==> src/rtl/pmem_arbiter_pkg.sv <==
// Shared types and constants for the PMEM single-port arbiter.
package pmem_arb_pkg;

    localparam int N_REQ   = 3;
    localparam int PMEM_DW = 128;

    typedef enum logic [1:0] {
        REQ_OFIFO = 2'd0,
        REQ_SFU   = 2'd1,
        REQ_HOST  = 2'd2
    } req_id_t;

    typedef enum logic {
        IDLE  = 1'b0,
        BURST = 1'b1
    } arb_state_t;

    // Round-robin search starts at the requester after the one just chosen.
    function automatic req_id_t next_ptr(input logic [N_REQ-1:0] winner);
        req_id_t nxt;
        nxt = REQ_OFIFO;
        if (winner[0]) nxt = REQ_SFU;
        if (winner[1]) nxt = REQ_HOST;
        if (winner[2]) nxt = REQ_OFIFO;
        return nxt;
    endfunction

endpackage

==> src/rtl/pmem_arbiter_if.sv <==
// Requester-side bus of the PMEM arbiter: packed requests in, grants and read returns out.
interface pmem_arbiter_if
    import pmem_arb_pkg::*;
#(
    parameter int addr_bw = 9,
    parameter int dw      = PMEM_DW
) ();

    logic [N_REQ-1:0]         req;
    logic [N_REQ-1:0]         req_wr;
    logic [N_REQ*addr_bw-1:0] req_addr;
    logic [N_REQ*dw-1:0]      req_d;
    logic [N_REQ-1:0]         gnt;
    logic [N_REQ-1:0]         rvalid;
    logic [dw-1:0]            rdata;
    logic                     busy;

    modport master (
        output req, req_wr, req_addr, req_d,
        input  gnt, rvalid, rdata, busy
    );

    modport slave (
        input  req, req_wr, req_addr, req_d,
        output gnt, rvalid, rdata, busy
    );

endinterface

==> src/rtl/pmem_arbiter_rr_pick.sv <==
// 3-way masked priority picker: first requester not excluded, searching upward from ptr.
module rr_pick
    import pmem_arb_pkg::*;
(
    input  logic [N_REQ-1:0] req,
    input  logic [N_REQ-1:0] excl,
    input  logic [1:0]       ptr,
    output logic [N_REQ-1:0] win
);

    logic [N_REQ-1:0] cand;
    logic [2:0]       pos;
    logic             found;

    always_comb begin
        cand  = req & ~excl;
        win   = '0;
        found = 1'b0;
        pos   = '0;
        for (int k = 0; k < N_REQ; k++) begin
            pos = {1'b0, ptr} + 3'(k);
            if (pos >= 3'(N_REQ)) pos = pos - 3'(N_REQ);
            if (!found && cand[pos[1:0]]) begin
                win[pos[1:0]] = 1'b1;
                found         = 1'b1;
            end
        end
    end

endmodule

==> src/rtl/pmem_arbiter.sv <==
// Single-port PMEM arbiter: burst-holding grant FSM, registered SRAM drive, tagged read return.
// Define PMEM_ARB_RR_EN for round-robin selection; otherwise fixed priority OFIFO > SFU > host.
module pmem_arbiter
    import pmem_arb_pkg::*;
#(
    parameter int psum_bw   = 16,
    parameter int col       = 8,
    parameter int addr_bw   = 9,
    parameter int max_burst = 16
) (
    input  logic                   clk,
    input  logic                   reset,
    pmem_arbiter_if.slave          bus,
    input  logic [col*psum_bw-1:0] OP_q,
    output logic [col*psum_bw-1:0] OP_d,
    output logic [addr_bw-1:0]     OP_addr,
    output logic                   OP_cen,
    output logic                   OP_wen
);

    localparam int DW    = col * psum_bw;
    localparam int CNT_W = $clog2(max_burst + 1);

    arb_state_t       state;
    logic [N_REQ-1:0] owner;
    logic [CNT_W-1:0] burst_cnt;
    logic [1:0]       ptr;

    logic [N_REQ-1:0] pick_excl;
    logic [N_REQ-1:0] pick_win;
    logic [N_REQ-1:0] gnt_c;
    logic [N_REQ-1:0] others;
    logic             owner_req;
    logic             at_limit;
    logic             new_owner;

    logic               sel_wr;
    logic [addr_bw-1:0] sel_addr;
    logic [DW-1:0]      sel_d;

    logic [N_REQ-1:0] rd_tag0;
    logic [N_REQ-1:0] rd_tag1;

    assign owner_req = |(bus.req & owner);
    assign at_limit  = (burst_cnt == CNT_W'(max_burst));
    assign others    = bus.req & ~owner;
    // Only a preempting selection excludes the current owner.
    assign pick_excl = (state == BURST && owner_req && at_limit) ? owner : '0;

    rr_pick u_pick (
        .req  (bus.req),
        .excl (pick_excl),
        .ptr  (ptr),
        .win  (pick_win)
    );

    always_comb begin
        gnt_c     = '0;
        new_owner = 1'b0;
        if (state == IDLE || !owner_req) begin
            gnt_c     = pick_win;
            new_owner = |bus.req;
        end else if (!at_limit || others == '0) begin
            gnt_c = owner;
        end else begin
            gnt_c     = pick_win;
            new_owner = 1'b1;
        end
    end

    always_ff @(posedge clk or negedge reset) begin
        if (!reset) begin
            state     <= IDLE;
            owner     <= '0;
            burst_cnt <= '0;
        end else if (gnt_c == '0) begin
            state     <= IDLE;
            burst_cnt <= '0;
        end else begin
            state <= BURST;
            owner <= gnt_c;
            if (new_owner || at_limit)
                burst_cnt <= CNT_W'(1);
            else
                burst_cnt <= burst_cnt + CNT_W'(1);
        end
    end

`ifdef PMEM_ARB_RR_EN
    always_ff @(posedge clk or negedge reset) begin
        if (!reset)
            ptr <= 2'd0;
        else if (new_owner)
            ptr <= next_ptr(gnt_c);
    end
`else
    assign ptr = 2'd0;
`endif

    always_comb begin
        sel_wr   = 1'b0;
        sel_addr = '0;
        sel_d    = '0;
        for (int i = 0; i < N_REQ; i++) begin
            if (gnt_c[i]) begin
                sel_wr   = bus.req_wr[i];
                sel_addr = bus.req_addr[i*addr_bw +: addr_bw];
                sel_d    = bus.req_d[i*DW +: DW];
            end
        end
    end

    // Address and data hold across idle cycles; only the enables park high.
    always_ff @(posedge clk or negedge reset) begin
        if (!reset) begin
            OP_cen  <= 1'b1;
            OP_wen  <= 1'b1;
            OP_addr <= '0;
            OP_d    <= '0;
        end else if (gnt_c != '0) begin
            OP_cen  <= 1'b0;
            OP_wen  <= !sel_wr;
            OP_addr <= sel_addr;
            OP_d    <= sel_d;
        end else begin
            OP_cen <= 1'b1;
            OP_wen <= 1'b1;
        end
    end

    // Tag follows the access: registered with OP_*, then aligned with OP_q one edge later.
    always_ff @(posedge clk or negedge reset) begin
        if (!reset) begin
            rd_tag0 <= '0;
            rd_tag1 <= '0;
        end else begin
            rd_tag0 <= gnt_c & ~bus.req_wr;
            rd_tag1 <= rd_tag0;
        end
    end

    assign bus.gnt    = reset ? gnt_c : '0;
    assign bus.busy   = (state == BURST);
    assign bus.rvalid = rd_tag1;
    assign bus.rdata  = OP_q;

endmodule

==> src/flat_wrapper.sv <==
// flat-port wrapper written by rule: the top's interface ports become plain ports
module pmem_arbiter_flat import pmem_arb_pkg::*;
#(
    parameter int psum_bw   = 16,
    parameter int col       = 8,
    parameter int addr_bw   = 9,
    parameter int max_burst = 16
)
  (clk, reset, OP_q, OP_d, OP_addr, OP_cen, OP_wen, bus_req, bus_req_wr, bus_req_addr, bus_req_d, bus_gnt, bus_rvalid, bus_rdata, bus_busy);
  pmem_arbiter_if #(.addr_bw(addr_bw)) bus_i ();
  input  logic clk;
  input  logic reset;
  input  logic [col*psum_bw-1:0] OP_q;
  output logic [col*psum_bw-1:0] OP_d;
  output logic [addr_bw-1:0] OP_addr;
  output logic OP_cen;
  output logic OP_wen;
  input wire logic [$bits(bus_i.req)-1:0] bus_req;
  input wire logic [$bits(bus_i.req_wr)-1:0] bus_req_wr;
  input wire logic [$bits(bus_i.req_addr)-1:0] bus_req_addr;
  input wire logic [$bits(bus_i.req_d)-1:0] bus_req_d;
  output wire logic [$bits(bus_i.gnt)-1:0] bus_gnt;
  output wire logic [$bits(bus_i.rvalid)-1:0] bus_rvalid;
  output wire logic [$bits(bus_i.rdata)-1:0] bus_rdata;
  output wire logic [$bits(bus_i.busy)-1:0] bus_busy;
  assign bus_i.req = bus_req;
  assign bus_i.req_wr = bus_req_wr;
  assign bus_i.req_addr = bus_req_addr;
  assign bus_i.req_d = bus_req_d;
  assign bus_gnt = bus_i.gnt;
  assign bus_rvalid = bus_i.rvalid;
  assign bus_rdata = bus_i.rdata;
  assign bus_busy = bus_i.busy;
  pmem_arbiter #(.psum_bw(psum_bw), .col(col), .addr_bw(addr_bw), .max_burst(max_burst)) u_core (.clk(clk), .reset(reset), .bus(bus_i), .OP_q(OP_q), .OP_d(OP_d), .OP_addr(OP_addr), .OP_cen(OP_cen), .OP_wen(OP_wen));
endmodule
==> config.mk <==
export PLATFORM = sky130hd
export DESIGN_NAME = pmem_arbiter_flat
export DESIGN_NICKNAME = d
export VERILOG_FILES = /design/src/rtl/pmem_arbiter_pkg.sv /design/src/rtl/pmem_arbiter_if.sv /design/src/rtl/pmem_arbiter_rr_pick.sv /design/src/rtl/pmem_arbiter.sv /design/src/flat_wrapper.sv
export SDC_FILE = /design/constraint.sdc
export NUM_CORES = 1
export LEC_CHECK = 0
export BUFFER_PORTS_ARGS = -buffer_cell sky130_fd_sc_hd__buf_4
export CAP_MARGIN = 20
export CORE_AREA = 5 5 320 322
export DETAILED_ROUTE_END_ITERATION = 7
export DIE_AREA = 0 0 325 327
export PLACE_DENSITY = 0.35
export REMOVE_ABC_BUFFERS = 1
export SLEW_MARGIN = 10
export SYNTH_ARGS = -nofsm -noshare
export SYNTH_HDL_FRONTEND = slang
export SYNTH_SLANG_ARGS = --single-unit
export TNS_END_PERCENT = 100
==> constraint.sdc <==
create_clock -name clk -period 3.2 [get_ports clk]
set_clock_uncertainty 0.15 [all_clocks]
set_input_delay 0.32 -clock clk [delete_from_list [all_inputs] [get_ports clk]]
set_output_delay 0.32 -clock clk [all_outputs]
set_load 0.03 [all_outputs]
==> flow_metrics.env, run 1 <==
export IMPL_clock_latency_ps=500
export IMPL_worstReg2RegEnd="u_core.OP_d[67]"
export IMPL_critPathKind="reg -> reg"
export IMPL_critPathLaunch="u_core.owner[2]"
export IMPL_syn_area_per_cell_um2=7.78
export IMPL_sequentialPowerShare=0.206
export IMPL_most_common_layout_cells="buf_4 (610), o21ai_0 (374), dlygate4sd3_1 (338)"
export IMPL_tightest_slew_ps=1040
export IMPL_core_area_mm2=0.0993
export IMPL_cp_data_arrival_time_ps=3450
export IMPL_internal_power_w=0.00855
export IMPL_clock_sinks=154
export IMPL_grt_usage=0.184
export IMPL_fmax_mhz=310
export IMPL_p_clk_frac=0.133
export IMPL_crit_path_end="u_core.OP_d[67]"
export IMPL_antenna_found_initial=8
export IMPL_r2r_start="u_core.owner[2]"
export IMPL_totalWireLength_um=106000
export IMPL_vias_per_cell=4.81
export IMPL_htree_levels=4
export IMPL_numPortBuffers=564
export IMPL_route_antenna_remaining_nets=0
export IMPL_drtIter0Drc=1496
export IMPL_grt_use_met3=0.127
export IMPL_cts_tree="built"
export IMPL_grt_pass1_wl_um=141000
export IMPL_swShare=0.506
export IMPL_cap_violations=0
export IMPL_gp_congestion=0.789
export IMPL_synthCells=1640
export IMPL_die_x_um=325
export IMPL_grt_start_max_net_pins=82
export IMPL_drc_errors=0
export IMPL_setup_viol=2
export IMPL_placementRows=116
export IMPL_pin_count=821
export IMPL_hold_violations=0
export IMPL_violations="negative setup slack"
export IMPL_start_util=0.128
export IMPL_cts_buffers=17
export IMPL_grt_busiest_layer="met2"
export IMPL_grt_use_met2=0.253
export IMPL_grtUsageMet1=0.223
export IMPL_r2r_setup_slack_ps=-20
export IMPL_cp_required_ps=3420
export IMPL_fin_util=0.223
export IMPL_peakVddDrop_mv=0.478
export IMPL_syn_area_mm2=0.0128
export IMPL_clk_path_buf_depth=2
export IMPL_layout_commonest_cell="buf_4"
export IMPL_start_kind="register"
export IMPL_fin_area_mm2=0.0221
export IMPL_placed_area_mm2=0.0178
export IMPL_yosysWarnings=0
export IMPL_first_global_vias=17401
export IMPL_synth_edf_count=0
export IMPL_r2r_cells=9
export IMPL_async_flop_share=1.00
export IMPL_end_kind="register"
export IMPL_ys_types=45
export IMPL_power_density_mw_per_mm2=783
export IMPL_maxSlewHeadroom=0.307
export IMPL_leakagePower_nw=8.67
export IMPL_wire_per_inst_um=29.0
export IMPL_dieArea_mm2=0.106
export IMPL_comb_power_share=0.661
export IMPL_layout_drive_gt1_share=0.320
export IMPL_syn_to_final_growth_pct=73.2
export IMPL_dp_hpwl_um=73200
export IMPL_root_buffer="clkbuf_16"
export IMPL_worstPathMaxFanout=20
export IMPL_yosysSeqAreaShare=0.302
export IMPL_synthFlopType="dfrtp_1"
export IMPL_filler_cell_count=10959
export IMPL_status="finished, violations left"
export IMPL_overflow=0
export IMPL_vias=17511
export IMPL_fin_ws_ps=-23.7
export IMPL_hp_class="in -> reg"
export IMPL_maxSlewViolCount=0
export IMPL_final_nets=2878
export IMPL_p_sw_w=0.00876
export IMPL_firstDrtPassIters=7
export IMPL_fp_dieH_um=327
export IMPL_fin_crit_sh=1.01
export IMPL_final_min_clock_period_ps=3220
export IMPL_synth_seq_cells=154
export IMPL_cts_clk_slew_worst_paths_ps=80
## cell usage after synthesis (2+ instances only)
master	n	area, um^2
o21ai_1	41	205
nor2b_1	2	12.5
dfstp_2	2	52.6
buf_1	3	11.3
a32o_1	137	1370
buf_2	25	125
nand2b_1	3	18.8
and2_1	4	25.0
buf_4	143	1070
inv_1	7	26.3
o21ai_0	374	1870
xor2_1	2	17.5
nor2_1	9	33.8
ha_1	2	25.0
buf_6	4	45.0
nand3_1	139	696
a41oi_1	100	876
a41oi_2	37	602
a21oi_2	2	17.5
clkbuf_2	9	45.0
o21a_1	2	15.0
dfrtp_1	152	3800
and3_1	3	18.8
clkbuf_1	141	529
nand2_1	277	1040
## timing repair
item                                    in CTS  in global routing
setup buffers                                2                 13
hold buffers                               338                  0
pin swaps                                    2                  7
endpoints found under the setup margin       1                 17
endpoints found under the hold margin      187                  0
cloned                                       0                  8
gates resized for setup                      1                 14
## sequential cells by signal (all words and copies together) (netlist names)
name               flops
u_core.OP_addr         9
u_core.OP_cen          1
u_core.OP_d          128
u_core.OP_wen          1
u_core.burst_cnt       5
u_core.bus.busy        1
u_core.bus.rvalid      3
u_core.owner           3
u_core.rd_tag0         3
## worst min path at each step
stage | startpoint | to | slack, ps | cells after the start
after CTS | bus_req_d[293] | u_core.OP_d[37] | 0.1 | 4
after floorplan | reset | u_core.OP_addr[0] | -130 | 0
after global routing | bus_req_d[356] | u_core.OP_d[100] | 40 | 4
final | bus_req_d[295] | u_core.OP_d[39] | 80 | 4
after global placement | u_core.rd_tag0[0] | u_core.bus.rvalid[0] | 190 | 0
after detailed placement | u_core.rd_tag0[1] | u_core.bus.rvalid[1] | 190 | 0
## kinds of logic after synthesis
| group | count (synthesis) | share of synthesized area |
|---|---|---|
| AND/OR/NAND/NOR | 444 | 0.149 |
| AO/OA/AOI/OAI | 705 | 0.400 |
| buffers and inverters | 332 | 0.145 |
| flip-flops | 154 | 0.302 |
| adder cells (fa/ha/maj) | 2 | 0.00196 |
| XOR/XNOR | 3 | 0.00206 |
## critical path, cell delays in order, from the launching register on
cell	delay (ps)
dfrtp_1	420
a222oi_1	700
buf_4	230
o2bb2ai_1	110
a21oi_4	240
buf_12	190
buf_6	220
a32o_1	210
a41oi_2	40
dlygate4sd3_1	570
## per-layer routing
metal  share of wire  vias up  wire length, um
li1                -     7433                -
met1            0.42     8718            44100
met2            0.40     1212            42100
met3            0.15      124            15900
met4           0.020       24             2150
met5           0.014        -             1520
## metrics by stage
stage / setup slack [ps] / TNS (ps) / std cells / hold WS (ps) / power (W)
global placement: 303 / 0 / 3247 / 192 / 0.0140
finish: -23.7 / -35.8 / 3641 / 81.2 / 0.0173
CTS: 18.1 / 0 / 3618 / 0.142 / 0.0171
floorplan: -8790 / -1247080 / 1315 / -126 / 0.00948
global route: -61.0 / -340 / 3640 / 40.2 / 0.0182
detailed placement: 299 / 0 / 3247 / 190 / 0.0142
## area by class of cell
type	instances	area (um^2)	area share
Timing Repair Buffer	992	8820	0.399
Multi-Input combinational cell	1157	7160	0.324
Sequential cell	154	3860	0.175
Tap cell	1298	1620	0.0735
Clock buffer	19	443	0.0200
Clock inverter	12	150	0.00680
Inverter	7	28.8	0.00130
Antenna cell	2	5.00	0.000227
## power by group through the flow
stage | clock network (W) | registers (W) | logic (W)
floorplan | 0 | 0.00484 | 0.00464
global placement | 0 | 0.00356 | 0.0104
detailed placement | 0 | 0.00359 | 0.0106
CTS | 0.00244 | 0.00356 | 0.0111
global route | 0.00245 | 0.00365 | 0.0121
finish | 0.00231 | 0.00357 | 0.0114
Note: power is estimated with default switching activity, not from simulation.
==> inputs of run 2 (changes only) <==
--- a/config.mk
+++ b/config.mk
@@ -7,11 +7,12 @@
 export LEC_CHECK = 0
 export BUFFER_PORTS_ARGS = -buffer_cell sky130_fd_sc_hd__buf_4
 export CAP_MARGIN = 20
-export CORE_AREA = 5 5 320 322
+export CORE_AREA = 5 5 314 316
 export DETAILED_ROUTE_END_ITERATION = 7
-export DIE_AREA = 0 0 325 327
-export PLACE_DENSITY = 0.35
+export DIE_AREA = 0 0 319 321
+export PLACE_DENSITY = 0.36
 export REMOVE_ABC_BUFFERS = 1
+export SETUP_SLACK_MARGIN = 0.3
 export SLEW_MARGIN = 10
 export SYNTH_ARGS = -nofsm -noshare
 export SYNTH_HDL_FRONTEND = slang
==> run 2 against run 1 <==
Compared with the run above: the run now ends clean; sequential cell count unchanged; count of clock-buffer cells in the layout increased by 1; sequential share of layout area increased by 0.16 points; non-clock buffer count decreased by 27; critical path type is now reg -> out; final cell count decreased by 1.3%; global-route usage increased by 0.45 points; worst setup slack improved by 230 ps; register-to-register slack improved by 420 ps; hold slack got worse by 24 ps; first-iteration DRC count increased by 27%; total power increased by 0.65%; die area decreased by 3.6%.
==> flow_metrics.env, run 2 (same netlist as run 1, synthesis figures left out) <==
export IMPL_drc_errors=0
export IMPL_grt_start_max_net_pins=86
export IMPL_fp_dieH_um=321
export IMPL_top_regs="u_core.OP_d (128), u_core.OP_addr (9), u_core.burst_cnt (5)"
export IMPL_wire_per_inst_um=28.9
export IMPL_grt_usage=0.188
export IMPL_clock_latency_ps=510
export IMPL_cp_data_arrival_time_ps=2530
export IMPL_grt_busiest_layer="met2"
export IMPL_vias_per_cell=4.86
export IMPL_clock_sinks=154
export IMPL_gp_congestion=0.800
export IMPL_rsz0062_at_grt="true"
export IMPL_die_x_um=319
export IMPL_pin_count=821
export IMPL_hp_class="in -> reg"
export IMPL_grt_use_met3=0.138
export IMPL_fmax_mhz=334
export IMPL_setup_tns_ps=0
export IMPL_cts_clk_slew_worst_paths_ps=80
export IMPL_start_util=0.133
export IMPL_totalWireLength_um=104000
export IMPL_multi_input_area_mm2=0.00713
export IMPL_drtIter0Drc=1894
export IMPL_critPathKind="reg -> out"
export IMPL_cts_buffers=17
export IMPL_firstDrtPassIters=6
export IMPL_root_buffer="clkbuf_16"
export IMPL_maxSlewHeadroom=0.511
export IMPL_overflow=0
export IMPL_tightest_slew_ps=734
export IMPL_hold_start="bus_req_d[331]"
export IMPL_dpl_cell_count=3230
export IMPL_leakagePower_nw=8.62
export IMPL_cp_required_ps=2730
export IMPL_r2r_start="u_core.owner[0]"
export IMPL_placementRows=114
export IMPL_filler_cell_count=10479
export IMPL_max_flop_register="u_core.OP_d"
export IMPL_peakVddDrop_mv=0.424
export IMPL_cts_tree="built"
export IMPL_dieArea_mm2=0.102
export IMPL_end_kind="output port"
export IMPL_grtUsageMet1=0.231
export IMPL_largest_reg_flops=128
export IMPL_maxSlewViolCount=0
export IMPL_final_nets=2849
export IMPL_start_kind="register"
export IMPL_most_common_layout_cells="buf_4 (615), o21ai_0 (373), dlygate4sd3_1 (298)"
export IMPL_final_min_clock_period_ps=3000
export IMPL_layout_commonest_cell="buf_4"
export IMPL_power_density_mw_per_mm2=795
export IMPL_hold_violations=0
export IMPL_layout_drive_gt1_share=0.329
export IMPL_critPathLaunch="u_core.burst_cnt[1]"
export IMPL_antenna_found_initial=11
export IMPL_status="finished, final reports clean"
export IMPL_numPortBuffers=564
export IMPL_stdcell_count=3593
export IMPL_grt_pass1_wl_um=139000
export IMPL_seq_area_mm2=0.00386
export IMPL_syn_to_final_growth_pct=71.8
export IMPL_first_global_vias=17288
export IMPL_dp_hpwl_um=72700
export IMPL_clk_path_buf_depth=2
export IMPL_cap_violations=0
export IMPL_vias=17477
export IMPL_htree_levels=4
export IMPL_setup_viol=0
export IMPL_grt_use_met2=0.252
export IMPL_core_area_mm2=0.0957
export IMPL_worstPathMaxFanout=9
export IMPL_route_antenna_remaining_nets=0
export IMPL_fin_crit_sh=0.936
## run 2: final cells by class
| class | instances | area share |
|---|---|---|
| antenna | 4 | 0.000457 |
| clock buffer | 20 | 0.0213 |
| clock inverter | 12 | 0.00851 |
| inverter | 7 | 0.00131 |
| multi-input combinational | 1155 | 0.325 |
| sequential | 154 | 0.176 |
| tap | 1276 | 0.0729 |
| timing repair buffer | 965 | 0.394 |
## run 2: metal layers
metal / wire length, um / share of wire
met2: 41300 / 0.40
met5: 1390 / 0.013
met4: 2100 / 0.020
met3: 17100 / 0.17
met1: 41700 / 0.40
## run 2: stage by stage
step | hold slack (ps) | total power, W | cell area, um^2 | utilization | setup slack (ps)
after floorplan | -126 | 0.00948 | 10900 | - | -8790
after global placement | 62.9 | 0.0139 | 17800 | 0.186 | 527
after detailed placement | 56.8 | 0.0141 | 17800 | 0.186 | 489
after CTS | 0.0541 | 0.0172 | 21700 | 0.226 | 152
after global routing | 15.9 | 0.0184 | 21900 | 0.229 | 85.5
final | 57.1 | 0.0174 | 21900 | 0.229 | 205
## run 2: critical path, stage by stage, from the launching register on
cell and delay (ps):
dfrtp_1 410, inv_1 60, ha_1 130, nand4bb_1 190
a31o_4 320, a2111oi_4 450, or2_4 210, and2_4 140
buf_6 120
## run 2: worst paths after layout
kind                                   endpoint  slack, ps  cells past startpoint
min                             u_core.OP_d[75]         60                      4
max                                  bus_gnt[2]        200                      8
min in group asynchronous       u_core.OP_d[40]        160                      2
min reg2reg                u_core.bus.rvalid[2]        210                      0
max reg2reg                     u_core.OP_d[50]        400                     11
max in group asynchronous      u_core.OP_d[101]       1810                      3
## run 2: timing repair
item | CTS | global route
endpoints found under the hold margin | 295 | 0
buffers inserted | 17 | 4
cloned | 2 | 6
hold buffers | 298 | 0
pin swaps | 7 | 8
endpoints found under the setup margin | 3 | 66
gates resized for setup | 10 | 18
## run 2: report_power, final
part | internal [W] | total (W) | switching (W)
registers | 0.00280 | 0.00359 | 0.000789
logic | 0.00457 | 0.0114 | 0.00678
clock network | 0.00138 | 0.00248 | 0.00110
